## config.mk

```make
export PLATFORM = sky130hd
export DESIGN_NAME = bit_stream_source
export DESIGN_NICKNAME = d
export VERILOG_FILES = /design/src/rtl/bit_stream_source_pkg.sv /design/src/rtl/bit_stream_source_word_prefetch.sv /design/src/rtl/bit_stream_source.sv
export SDC_FILE = /design/constraint.sdc
export NUM_CORES = 1
export LEC_CHECK = 0
export BUFFER_PORTS_ARGS = -buffer_cell sky130_fd_sc_hd__buf_2
export CORE_ASPECT_RATIO = 0.8
export CORE_MARGIN = 2
export CORE_UTILIZATION = 55
export CTS_BUF_LIST = sky130_fd_sc_hd__clkbuf_8
export DETAILED_ROUTE_END_ITERATION = 10
export PLACE_DENSITY_LB_ADDON = 0.05
export SYNTH_ARGS = -nofsm -noshare
export SYNTH_HDL_FRONTEND = slang
export SYNTH_SLANG_ARGS = --single-unit
```

## constraint.sdc

```tcl
create_clock -name clock_100Mhz -period 4.5 [get_ports clock_100Mhz]
set_clock_uncertainty 0.1 [all_clocks]
set_input_delay 0.9 -clock clock_100Mhz [delete_from_list [all_inputs] [get_ports clock_100Mhz]]
set_output_delay 0.9 -clock clock_100Mhz [all_outputs]
set_load 0.02 [all_outputs]
```

## src/rtl/bit_stream_source_pkg.sv

```systemverilog
// Shared constants for the serial bit-stream source and its downstream pattern detector.
package bit_stream_source_pkg;

  localparam int WORD_W_DEF = 8;
  localparam int ADDR_W_DEF = 10;
  localparam int LEN_W_DEF  = 16;

  localparam logic [2:0] ST_IDLE  = 3'd0;
  localparam logic [2:0] ST_FILL  = 3'd1;
  localparam logic [2:0] ST_PRIME = 3'd2;
  localparam logic [2:0] ST_RUN   = 3'd3;
  localparam logic [2:0] ST_FIN   = 3'd4;

  localparam logic [3:0] PATTERN = 4'b1011;

endpackage

```

## src/rtl/bit_stream_source_word_prefetch.sv

```systemverilog
// One-word prefetch buffer with a full flag; load fills it, take marks it empty.
module word_prefetch #(
  parameter int WORD_W = 8
) (
  input  logic              clk_i,
  input  logic              rst_i,
  input  logic              load_i,
  input  logic [WORD_W-1:0] load_data_i,
  input  logic              take_i,
  output logic [WORD_W-1:0] data_o,
  output logic              full_o
);

  logic [WORD_W-1:0] data_q;
  logic              full_q;

  always_ff @(posedge clk_i or posedge rst_i) begin
    if (rst_i) begin
      data_q <= '0;
      full_q <= 1'b0;
    end else if (load_i) begin
      data_q <= load_data_i;
      full_q <= 1'b1;
    end else if (take_i) begin
      full_q <= 1'b0;
    end
  end

  assign data_o = data_q;
  assign full_o = full_q;

endmodule

```

## src/rtl/bit_stream_source.sv

```systemverilog
// Streams BRAM words out MSB-first, one bit per rate tick, with a one-word prefetch so
// word boundaries never stall.
module bit_stream_source
  import bit_stream_source_pkg::*;
#(
  parameter int WORD_W = WORD_W_DEF,
  parameter int ADDR_W = ADDR_W_DEF,
  parameter int LEN_W  = LEN_W_DEF
) (
  input  logic              clock_100Mhz,
  input  logic              reset,
  input  logic              one_second_enable,
  input  logic              start,
  input  logic [LEN_W-1:0]  num_bits,
  output logic              ram_en,
  output logic [ADDR_W-1:0] ram_addr,
  input  logic [WORD_W-1:0] ram_data,
  output logic              serial_bit,
  output logic              bit_valid,
  output logic              busy,
  output logic              done
);

  localparam int IDX_W = (WORD_W > 1) ? $clog2(WORD_W) : 1;
  localparam logic [IDX_W-1:0] LAST_IDX = IDX_W'(WORD_W - 1);

  logic [2:0]        state_q, state_d;
  logic [LEN_W-1:0]  bits_left_q, bits_left_d;
  logic [IDX_W-1:0]  bit_idx_q, bit_idx_d;
  logic [WORD_W-1:0] shift_q, shift_d;
  logic [ADDR_W-1:0] addr_q, addr_d;
  logic              ram_en_q, ram_en_d;
  logic              data_vld_q;
  logic              serial_q, serial_d;
  logic              valid_q, valid_d;
  logic              busy_q, busy_d;
  logic              done_q, done_d;

  logic              pf_load, pf_take, pf_full;
  logic [WORD_W-1:0] pf_data;

  // Read data lands one clock after ram_en; in PRIME it is word 0, later reads refill the prefetch.
  assign pf_load = data_vld_q && (state_q == ST_RUN);

  word_prefetch #(.WORD_W(WORD_W)) u_prefetch (
    .clk_i       (clock_100Mhz),
    .rst_i       (reset),
    .load_i      (pf_load),
    .load_data_i (ram_data),
    .take_i      (pf_take),
    .data_o      (pf_data),
    .full_o      (pf_full)
  );

  always_comb begin
    state_d     = state_q;
    bits_left_d = bits_left_q;
    bit_idx_d   = bit_idx_q;
    shift_d     = shift_q;
    addr_d      = addr_q;
    ram_en_d    = 1'b0;
    serial_d    = serial_q;
    valid_d     = 1'b0;
    busy_d      = busy_q;
    done_d      = 1'b0;
    pf_take     = 1'b0;
    case (state_q)
      ST_IDLE: begin
        if (start) begin
          if (num_bits != '0) begin
            bits_left_d = num_bits;
            bit_idx_d   = '0;
            addr_d      = '0;
            ram_en_d    = 1'b1;
            busy_d      = 1'b1;
            state_d     = ST_FILL;
          end else begin
            done_d = 1'b1;
          end
        end
      end
      ST_FILL: begin
        addr_d   = addr_q + ADDR_W'(1);
        ram_en_d = 1'b1;
        state_d  = ST_PRIME;
      end
      ST_PRIME: begin
        shift_d = ram_data;
        state_d = ST_RUN;
      end
      ST_RUN: begin
        if (one_second_enable) begin
          serial_d    = shift_q[WORD_W-1];
          valid_d     = 1'b1;
          bits_left_d = bits_left_q - LEN_W'(1);
          if (bit_idx_q == LAST_IDX) begin
            shift_d   = pf_data;
            pf_take   = pf_full;
            bit_idx_d = '0;
            if (bits_left_q != LEN_W'(1)) begin
              addr_d   = addr_q + ADDR_W'(1);
              ram_en_d = 1'b1;
            end
          end else begin
            shift_d   = {shift_q[WORD_W-2:0], 1'b0};
            bit_idx_d = bit_idx_q + IDX_W'(1);
          end
          if (bits_left_q == LEN_W'(1)) state_d = ST_FIN;
        end
      end
      ST_FIN: begin
        done_d  = 1'b1;
        busy_d  = 1'b0;
        state_d = ST_IDLE;
      end
      default: state_d = ST_IDLE;
    endcase
  end

  always_ff @(posedge clock_100Mhz or posedge reset) begin
    if (reset) begin
      state_q     <= ST_IDLE;
      bits_left_q <= '0;
      bit_idx_q   <= '0;
      shift_q     <= '0;
      addr_q      <= '0;
      ram_en_q    <= 1'b0;
      data_vld_q  <= 1'b0;
      serial_q    <= 1'b0;
      valid_q     <= 1'b0;
      busy_q      <= 1'b0;
      done_q      <= 1'b0;
    end else begin
      state_q     <= state_d;
      bits_left_q <= bits_left_d;
      bit_idx_q   <= bit_idx_d;
      shift_q     <= shift_d;
      addr_q      <= addr_d;
      ram_en_q    <= ram_en_d;
      data_vld_q  <= ram_en_q;
      serial_q    <= serial_d;
      valid_q     <= valid_d;
      busy_q      <= busy_d;
      done_q      <= done_d;
    end
  end

  assign ram_en     = ram_en_q;
  assign ram_addr   = addr_q;
  assign serial_bit = serial_q;
  assign bit_valid  = valid_q;
  assign busy       = busy_q;
  assign done       = done_q;

endmodule

```

==> out/results.tsv, run 1 <==
metric	value	unit
clock buffer count from CTS	5	
via count	2369	
insertion delay of the later-clocked pin in the worst-skew pair	0.30	ns
buffers from clock root to sink, at most	2	
Overall Power	1480	uW
total global-route track usage	0.223	
PortBufs	42	
Achievable Freq	354	MHz
via count of the first global-routing pass	2194	
final period demand of the worst path	2.82	ns
transition at the pin with the smallest max-transition slack	0.910	ns
DRC violations left	0	
most frequent cells after synthesis	sky130_fd_sc_hd__dfrtp_1, sky130_fd_sc_hd__nand2_1, sky130_fd_sc_hd__o21ai_0, sky130_fd_sc_hd__mux2i_1, sky130_fd_sc_hd__nor2_1	
layout cells sized above 1	0.216	
maximum number of pins on one net before global-route repair	45	
internal reg-to-reg setup slack	1.92	ns
VDD IR max	0.000235	V
clock slew seen by the registers of the worst setup and hold paths	0.11	ns
die width	85.6	um
post-synth design cell area	2930	um2
post-CTS sizing	0	
routability cong.	0.808	
diode count	0	
cell accounting for the most synthesized area	sky130_fd_sc_hd__dfrtp_1	
setup total negative slack	0	ns
Initial Util	0.579	
maximum fanout encountered on the critical timing path	10	
Synth-to-Final Area Change	11.1	%
first-pass GRT wire length	10800	um
antenna violations before repair	0	
element type at the critical path end	flip-flop	
Post-CTS Setup Inserts	0	
HPWL after DPL	4410	um
setup slack at placement	1.39	ns
portion of the post-synthesis area used by sequential elements	0.461	
number of flops mapped to enable cells by yosys	0	
H-Tree Depth	2	
number of buffers added to fix hold violations after cts	0	
Final Util	0.643	
number of synthesis warnings	0	
least setup slack across all paths after layout	1.68	ns
vias per cell	5.85	
total I/O pin count	43	
die footprint	5930	um2
Total Routed Length	6260	um
most repeated cell in the gate-level netlist after synthesis	sky130_fd_sc_hd__dfrtp_1	
per-cell routed wire length	15.5	um
CP required	4.58	ns
GR Overflow Total	0	
share of synthesized flip-flops with an asynchronous set or reset	1.00	
First-pass DRT Iterations	4	
post-placement cell area	3160	um2
hold violation total from the final report	0	
Hold Crit Class	flip-flop to flip-flop	
design area	3260	um2
Rows	23	
average cell area after synthesis	9.68	um2
area of the core	5060	um2
post-synthesis sequential element count	54	
power density over cell area	453	nW/um2
Max Cap Viol	0	
clock sinks	54	
Leakage Power	0.00152	uW
most used flip-flop cell after synthesis	sky130_fd_sc_hd__dfrtp_1	
Slew HR	0.392	
fin crit share	0.628	
Setup violations, final	0	
Synth top area share	0.461	
RSZ-0062 raised after global routing	false	
run status	complete, no violations	
DR iter-0 viols	205	
clock root cell	sky130_fd_sc_hd__clkbuf_8	
Fillers	422	
Worst Path Arrival	2.90	ns
number of nets in the layout	375	
number of instances in the synthesized netlist	303	
Setup crit start kind	input port	
clock tree from TritonCTS	yes	
Routed Antenna Nets	0	
kind of critical path	input port to flip-flop	
net count after synthesis	336	
most area-consuming cells after synthesis	sky130_fd_sc_hd__dfrtp_1, sky130_fd_sc_hd__mux2i_1, sky130_fd_sc_hd__nand2_1, sky130_fd_sc_hd__o21ai_0, sky130_fd_sc_hd__mux2_2	
count of distinct cell types in the synthesized netlist	56	
Die Ht	69.3	um
max-slew violation count	0	
worst max-delay path, stage by stage:
cell and delay (ns):
sky130_fd_sc_hd__buf_2 0.11, sky130_fd_sc_hd__nor4_1 0.54, sky130_fd_sc_hd__a41oi_1 0.49, sky130_fd_sc_hd__nand2_1 0.50, sky130_fd_sc_hd__mux2i_1 0.25, sky130_fd_sc_hd__o22ai_1 0.10
worst paths after layout:
| kind | to | depth (start not counted) | startpoint |
|---|---|---|---|
| max in group asynchronous | state_q[1]$_DFFE_PP0P_ | 3 | reset |
| worst max-delay path | bits_left_q[7]$_DFFE_PP0P_ | 6 | num_bits[11] |
| worst min register to register | data_vld_q$_DFF_PP0_ | 0 | ram_en$_DFF_PP0_ |
| worst max register to register | bits_left_q[13]$_DFFE_PP0P_ | 7 | state_q[2]$_DFFE_PP0P_ |
| min in group asynchronous | data_vld_q$_DFF_PP0_ | 2 | reset |
| worst min-delay path | data_vld_q$_DFF_PP0_ | 0 | ram_en$_DFF_PP0_ |
sequential cells by signal, summed over array words and instances (netlist names):
name and flops:
shift_q 8, data_vld_q 1, u_prefetch.data_o 8, done 1, busy 1, bits_left_q 16
serial_bit 1, bit_valid 1, bit_idx_q 3, state_q 3, ram_addr 10, ram_en 1
metrics by stage:
stage	hold slack [ns]	instances
floorplan	0.339	303
global placement	0.253	397
detailed placement	0.260	397
CTS	0.272	405
global route	0.294	405
finish	0.272	405
per-layer routing:
layer / vias to the layer above / GRT usage / part of all wire
met3: 0 / 0.0452 / 0.057
met1: 1109 / 0.360 / 0.50
met4: 0 / 0.0317 / 0
met2: 65 / 0.316 / 0.44
li1: 1195 / - / -
met5: - / 0 / 0
where the power goes:
part | switching, uW | internal (uW)
combinational | 244 | 204
clock | 162 | 127
sequential | 111 | 628
placed cells by master (no fill, tap or decap), drive strengths merged, types with 3 or more instances in the layout:
cell	instances
buf	44
o22a	3
a2bb2oi	3
ha	5
a21o	3
o22ai	3
mux2	9
nor2b	4
mux2i	17
clkinv	3
and3	4
nand2	45
a221o	3
nor3	9
nand3b	3
a211oi	3
inv	8
a32oi	3
a21oi	17
o21ai	29
clkbuf	6
nor2	17
nor4	5
dfrtp	54
nand3	10
final cells by class:
| cell class | instances | area, um2 | share of cell area |
|---|---|---|---|
| clock buffer | 6 | 82.6 | 0.0254 |
| clock inverter | 2 | 17.5 | 0.00538 |
| inverter | 9 | 33.8 | 0.0104 |
| multi-input combinational | 228 | 1470 | 0.451 |
| sequential | 54 | 1350 | 0.415 |
| tap | 62 | 77.6 | 0.0238 |
| timing repair buffer | 44 | 225 | 0.0692 |
cell families after synthesis:
| logic type | count (synthesis) | synth area share |
|---|---|---|
| AO/OA/AOI/OAI | 85 | 0.192 |
| multiplexers | 26 | 0.0926 |
| adder cells (fa/ha/maj) | 5 | 0.0213 |
| AND/OR/NAND/NOR | 112 | 0.195 |
| flip-flops | 54 | 0.461 |
| buffers and inverters | 21 | 0.0380 |
Note: power is estimated with default switching activity, not from simulation.
==> run 2: changes to the inputs <==
Settings changed: ABC_AREA from default to 1.
Clock period 4.5 ns to 2.9 ns, I/O delays scaled along.
==> out/results.tsv, run 2 <==
metric	value	unit	change
CP required	3.01	ns	-1.57 ns
via count of the first global-routing pass	2701		+23%
maximum number of pins on one net before global-route repair	31		-31%
Post-CTS Setup Inserts	0		unchanged
Leakage Power	0.00194	uW	+27%
final period demand of the worst path	2.17	ns	
Slew HR	0.561		+0.168
transition at the pin with the smallest max-transition slack	0.658	ns	-0.253 ns
most used flip-flop cell after synthesis	sky130_fd_sc_hd__dfrtp_1		
hold violation total from the final report	0		unchanged
number of synthesis warnings	0		unchanged
die width	91.3	um	+6.7%
H-Tree Depth	2		unchanged
diode count	0		unchanged
Fillers	557		+32%
sw frac	0.476		+0.126
layout cells sized above 1	0.193		-0.0229
element type at the critical path end	flip-flop		
design area	3690	um2	+13%
PortBufs	42		unchanged
clock sinks	54		unchanged
cell accounting for the most synthesized area	sky130_fd_sc_hd__dfrtp_1		
most common cell after layout, fill and taps aside	sky130_fd_sc_hd__nand2_1		
vias per cell	5.17		-12%
combinational share of power	0.495		+0.192
post-placement cell area	3590	um2	+14%
run status	complete, no violations		
VDD IR max	0.000540	V	+130%
First-pass DRT Iterations	5		+1
area of the core	5910	um2	+17%
Max Cap Viol	0		unchanged
post-synthesis mux area share	0		-0.0926
number of buffers added to fix hold violations after cts	0		unchanged
clock network power share	0.134		-0.062
share of synthesized cell area in and, or, nand and nor gates	0.356		+0.161
first-pass GRT wire length	12300	um	+14%
most repeated cell in the gate-level netlist after synthesis	sky130_fd_sc_hd__nand2_1		
portion of the post-synthesis area used by sequential elements	0.403		-0.0583
adder-cell share of the synthesized area	0.0186		-0.00270
main combinational cell family by area after synthesis	simple AND/OR/NAND/NOR gates		
Synth-to-Final Area Change	10.0	%	
kind of critical path	flip-flop to flip-flop		
Worst Path Arrival	2.28	ns	-0.62 ns
clock buffer count from CTS	5		unchanged
number of instances in the synthesized netlist	463		+53%
via count	3017		+27%
Rows	25		+8.7%
fin crit share	0.749		
Cell Count Post-Placement	576		+45%
routability cong.	0.847		+4.8%
insertion delay of the later-clocked pin in the worst-skew pair	0.31	ns	about the same
most area-consuming cells after synthesis	sky130_fd_sc_hd__dfrtp_1, sky130_fd_sc_hd__nand2_1, sky130_fd_sc_hd__nand3_1, sky130_fd_sc_hd__inv_1, sky130_fd_sc_hd__o21ai_0		
per-cell routed wire length	12.2	um	-21%
HPWL after DPL	5220	um	+18%
Initial Util	0.568		-0.0112
total I/O pin count	43		unchanged
number of flops mapped to enable cells by yosys	0		unchanged
DRC violations left	0		unchanged
Die Ht	73.9	um	+6.6%
share of synthesized flip-flops with an asynchronous set or reset	1.00		unchanged
clock root cell	sky130_fd_sc_hd__clkbuf_8		
clock tree from TritonCTS	yes		
Synth Area in XOR/XNOR	0.00522		+0.00522
net switching power figure	1640	uW	+220%
post-synthesis sequential element count	54		unchanged
max-slew violation count	0		unchanged
average cell area after synthesis	7.25	um2	-25%
clock slew seen by the registers of the worst setup and hold paths	0.10	ns	about the same
setup total negative slack	0	ns	unchanged
final non-filler cell total	584		+44%
net count after synthesis	496		+48%
GR Overflow Total	0		unchanged
Setup violations, final	0		unchanged
area fraction in compound gates after synthesis	0.120		-0.0724
buffers from clock root to sink, at most	2		unchanged
die footprint	6750	um2	+14%
Hold Crit Class	input port to async pin		
most frequent cells after synthesis	sky130_fd_sc_hd__nand2_1, sky130_fd_sc_hd__dfrtp_1, sky130_fd_sc_hd__inv_1, sky130_fd_sc_hd__nor2_1, sky130_fd_sc_hd__nand3_1		
internal power component	1810	uW	+88%
Top reg by flops	bits_left_q		
post-CTS sizing	0		unchanged
DR iter-0 viols	109		-47%
Total Routed Length	7120	um	+14%
Final Util	0.625		-0.0185
Synth top area share	0.403		-0.0583
number of flip-flops in the largest register	16		unchanged
antenna violations before repair	0		unchanged
maximum fanout encountered on the critical timing path	16		+6
number of nets in the layout	535		+43%
sequential cell fraction of total power	0.371		-0.130
total global-route track usage	0.227		+0.00414
Routed Antenna Nets	0		unchanged
power density over cell area	935	nW/um2	+110%
RSZ-0062 raised after global routing	false		
most frequent cells in the layout	sky130_fd_sc_hd__nand2_1, sky130_fd_sc_hd__dfrtp_1, sky130_fd_sc_hd__inv_1		
Setup crit start kind	flip-flop		
count of distinct cell types in the synthesized netlist	31		-45%
post-synth design cell area	3360	um2	+14%
Achievable Freq	460	MHz	
Overall Power	3450	uW	+130%
run 2: cell types whose count changed after synthesis, moves of 7 or more:
| cell | change |
|---|---|
| sky130_fd_sc_hd__nand2_1 | +101 |
| sky130_fd_sc_hd__inv_1 | +46 |
| sky130_fd_sc_hd__nand3_1 | +33 |
| sky130_fd_sc_hd__nor2_1 | +27 |
| sky130_fd_sc_hd__mux2i_1 | -17 |
| sky130_fd_sc_hd__o21ai_2 | +15 |
| sky130_fd_sc_hd__a21oi_1 | -10 |
| sky130_fd_sc_hd__mux2_2 | -9 |
| sky130_fd_sc_hd__nor3_1 | -7 |
| sky130_fd_sc_hd__o21ai_0 | +7 |
| sky130_fd_sc_hd__or2_2 | +7 |
run 2: logic make-up after synthesis:
kind of cell    count (synthesis)
fa+ha+maj                       5
simple gates                  267
flops                          54
buf+inv                        70
xor+xnor                        2
compound gates                 65
run 2: worst paths after layout:
check                                    startpoint                                to  slack [ns]  depth (start not counted)
max                        bit_idx_q[0]$_DFFE_PP0P_           ram_addr[9]$_DFFE_PP0P_        0.73                          9
min                                           reset  u_prefetch.data_o[6]$_DFFE_PP0P_        0.20                          2
max reg2reg                bit_idx_q[0]$_DFFE_PP0P_           ram_addr[9]$_DFFE_PP0P_        0.73                          9
min reg2reg                        ram_en$_DFF_PP0_              data_vld_q$_DFF_PP0_        0.30                          0
max in group asynchronous                     reset        bits_left_q[4]$_DFFE_PP0P_        1.95                          3
min in group clock_100Mhz          ram_en$_DFF_PP0_              data_vld_q$_DFF_PP0_        0.30                          0
run 2: per-stage QoR:
stage / setup slack (ns) / hold slack [ns]
final: 0.728 / 0.195
after global routing: 0.496 / 0.249
after CTS: 0.718 / 0.213
after detailed placement: 0.742 / 0.264
after global placement: 0.758 / 0.281
after floorplan: 0.905 / 0.354
run 2: area by class of cell:
cell class	count	area, um2	area share
clock buffer	6	82.6	0.0224
inverter	56	213	0.0576
timing repair buffer	46	253	0.0685
tap	81	101	0.0274
sequential	54	1350	0.366
multi-input combinational	339	1680	0.454
clock inverter	2	16.3	0.00441
run 2: worst max-delay path, cell delays in order (launching register included):
cell and delay, ns:
sky130_fd_sc_hd__dfrtp_1 0.40, sky130_fd_sc_hd__ha_1 0.21, sky130_fd_sc_hd__ha_1 0.22, sky130_fd_sc_hd__inv_1 0.06, sky130_fd_sc_hd__buf_4 0.20, sky130_fd_sc_hd__nand2_1 0.08, sky130_fd_sc_hd__nand2_1 0.49, sky130_fd_sc_hd__nor2_4 0.14
sky130_fd_sc_hd__nand2_1 0.10, sky130_fd_sc_hd__nand2_1 0.05
run 2: routing by layer:
| layer | track usage | vias up | share of wire | wire [um] |
|---|---|---|---|---|
| li1 | - | 1554 | - | - |
| met1 | 0.312 | 1392 | 0.47 | 3320 |
| met2 | 0.387 | 69 | 0.48 | 3430 |
| met3 | 0.0379 | 2 | 0.048 | 340 |
| met4 | 0.0455 | 0 | 0.0041 | 29 |
| met5 | 0 | - | 0 | 0 |
run 2: power by group through the flow:
| stage | logic [uW] | registers (uW) | clock network, uW |
|---|---|---|---|
| 6_report | 1710 | 1280 | 462 |
| 5_1_grt | 1970 | 1320 | 500 |
| 4_1_cts | 1720 | 1280 | 476 |
| 3_5_place_dp | 1710 | 1290 | 0 |
| 3_3_place_gp | 1680 | 1280 | 0 |
| 2_1_floorplan | 1420 | 1290 | 0 |
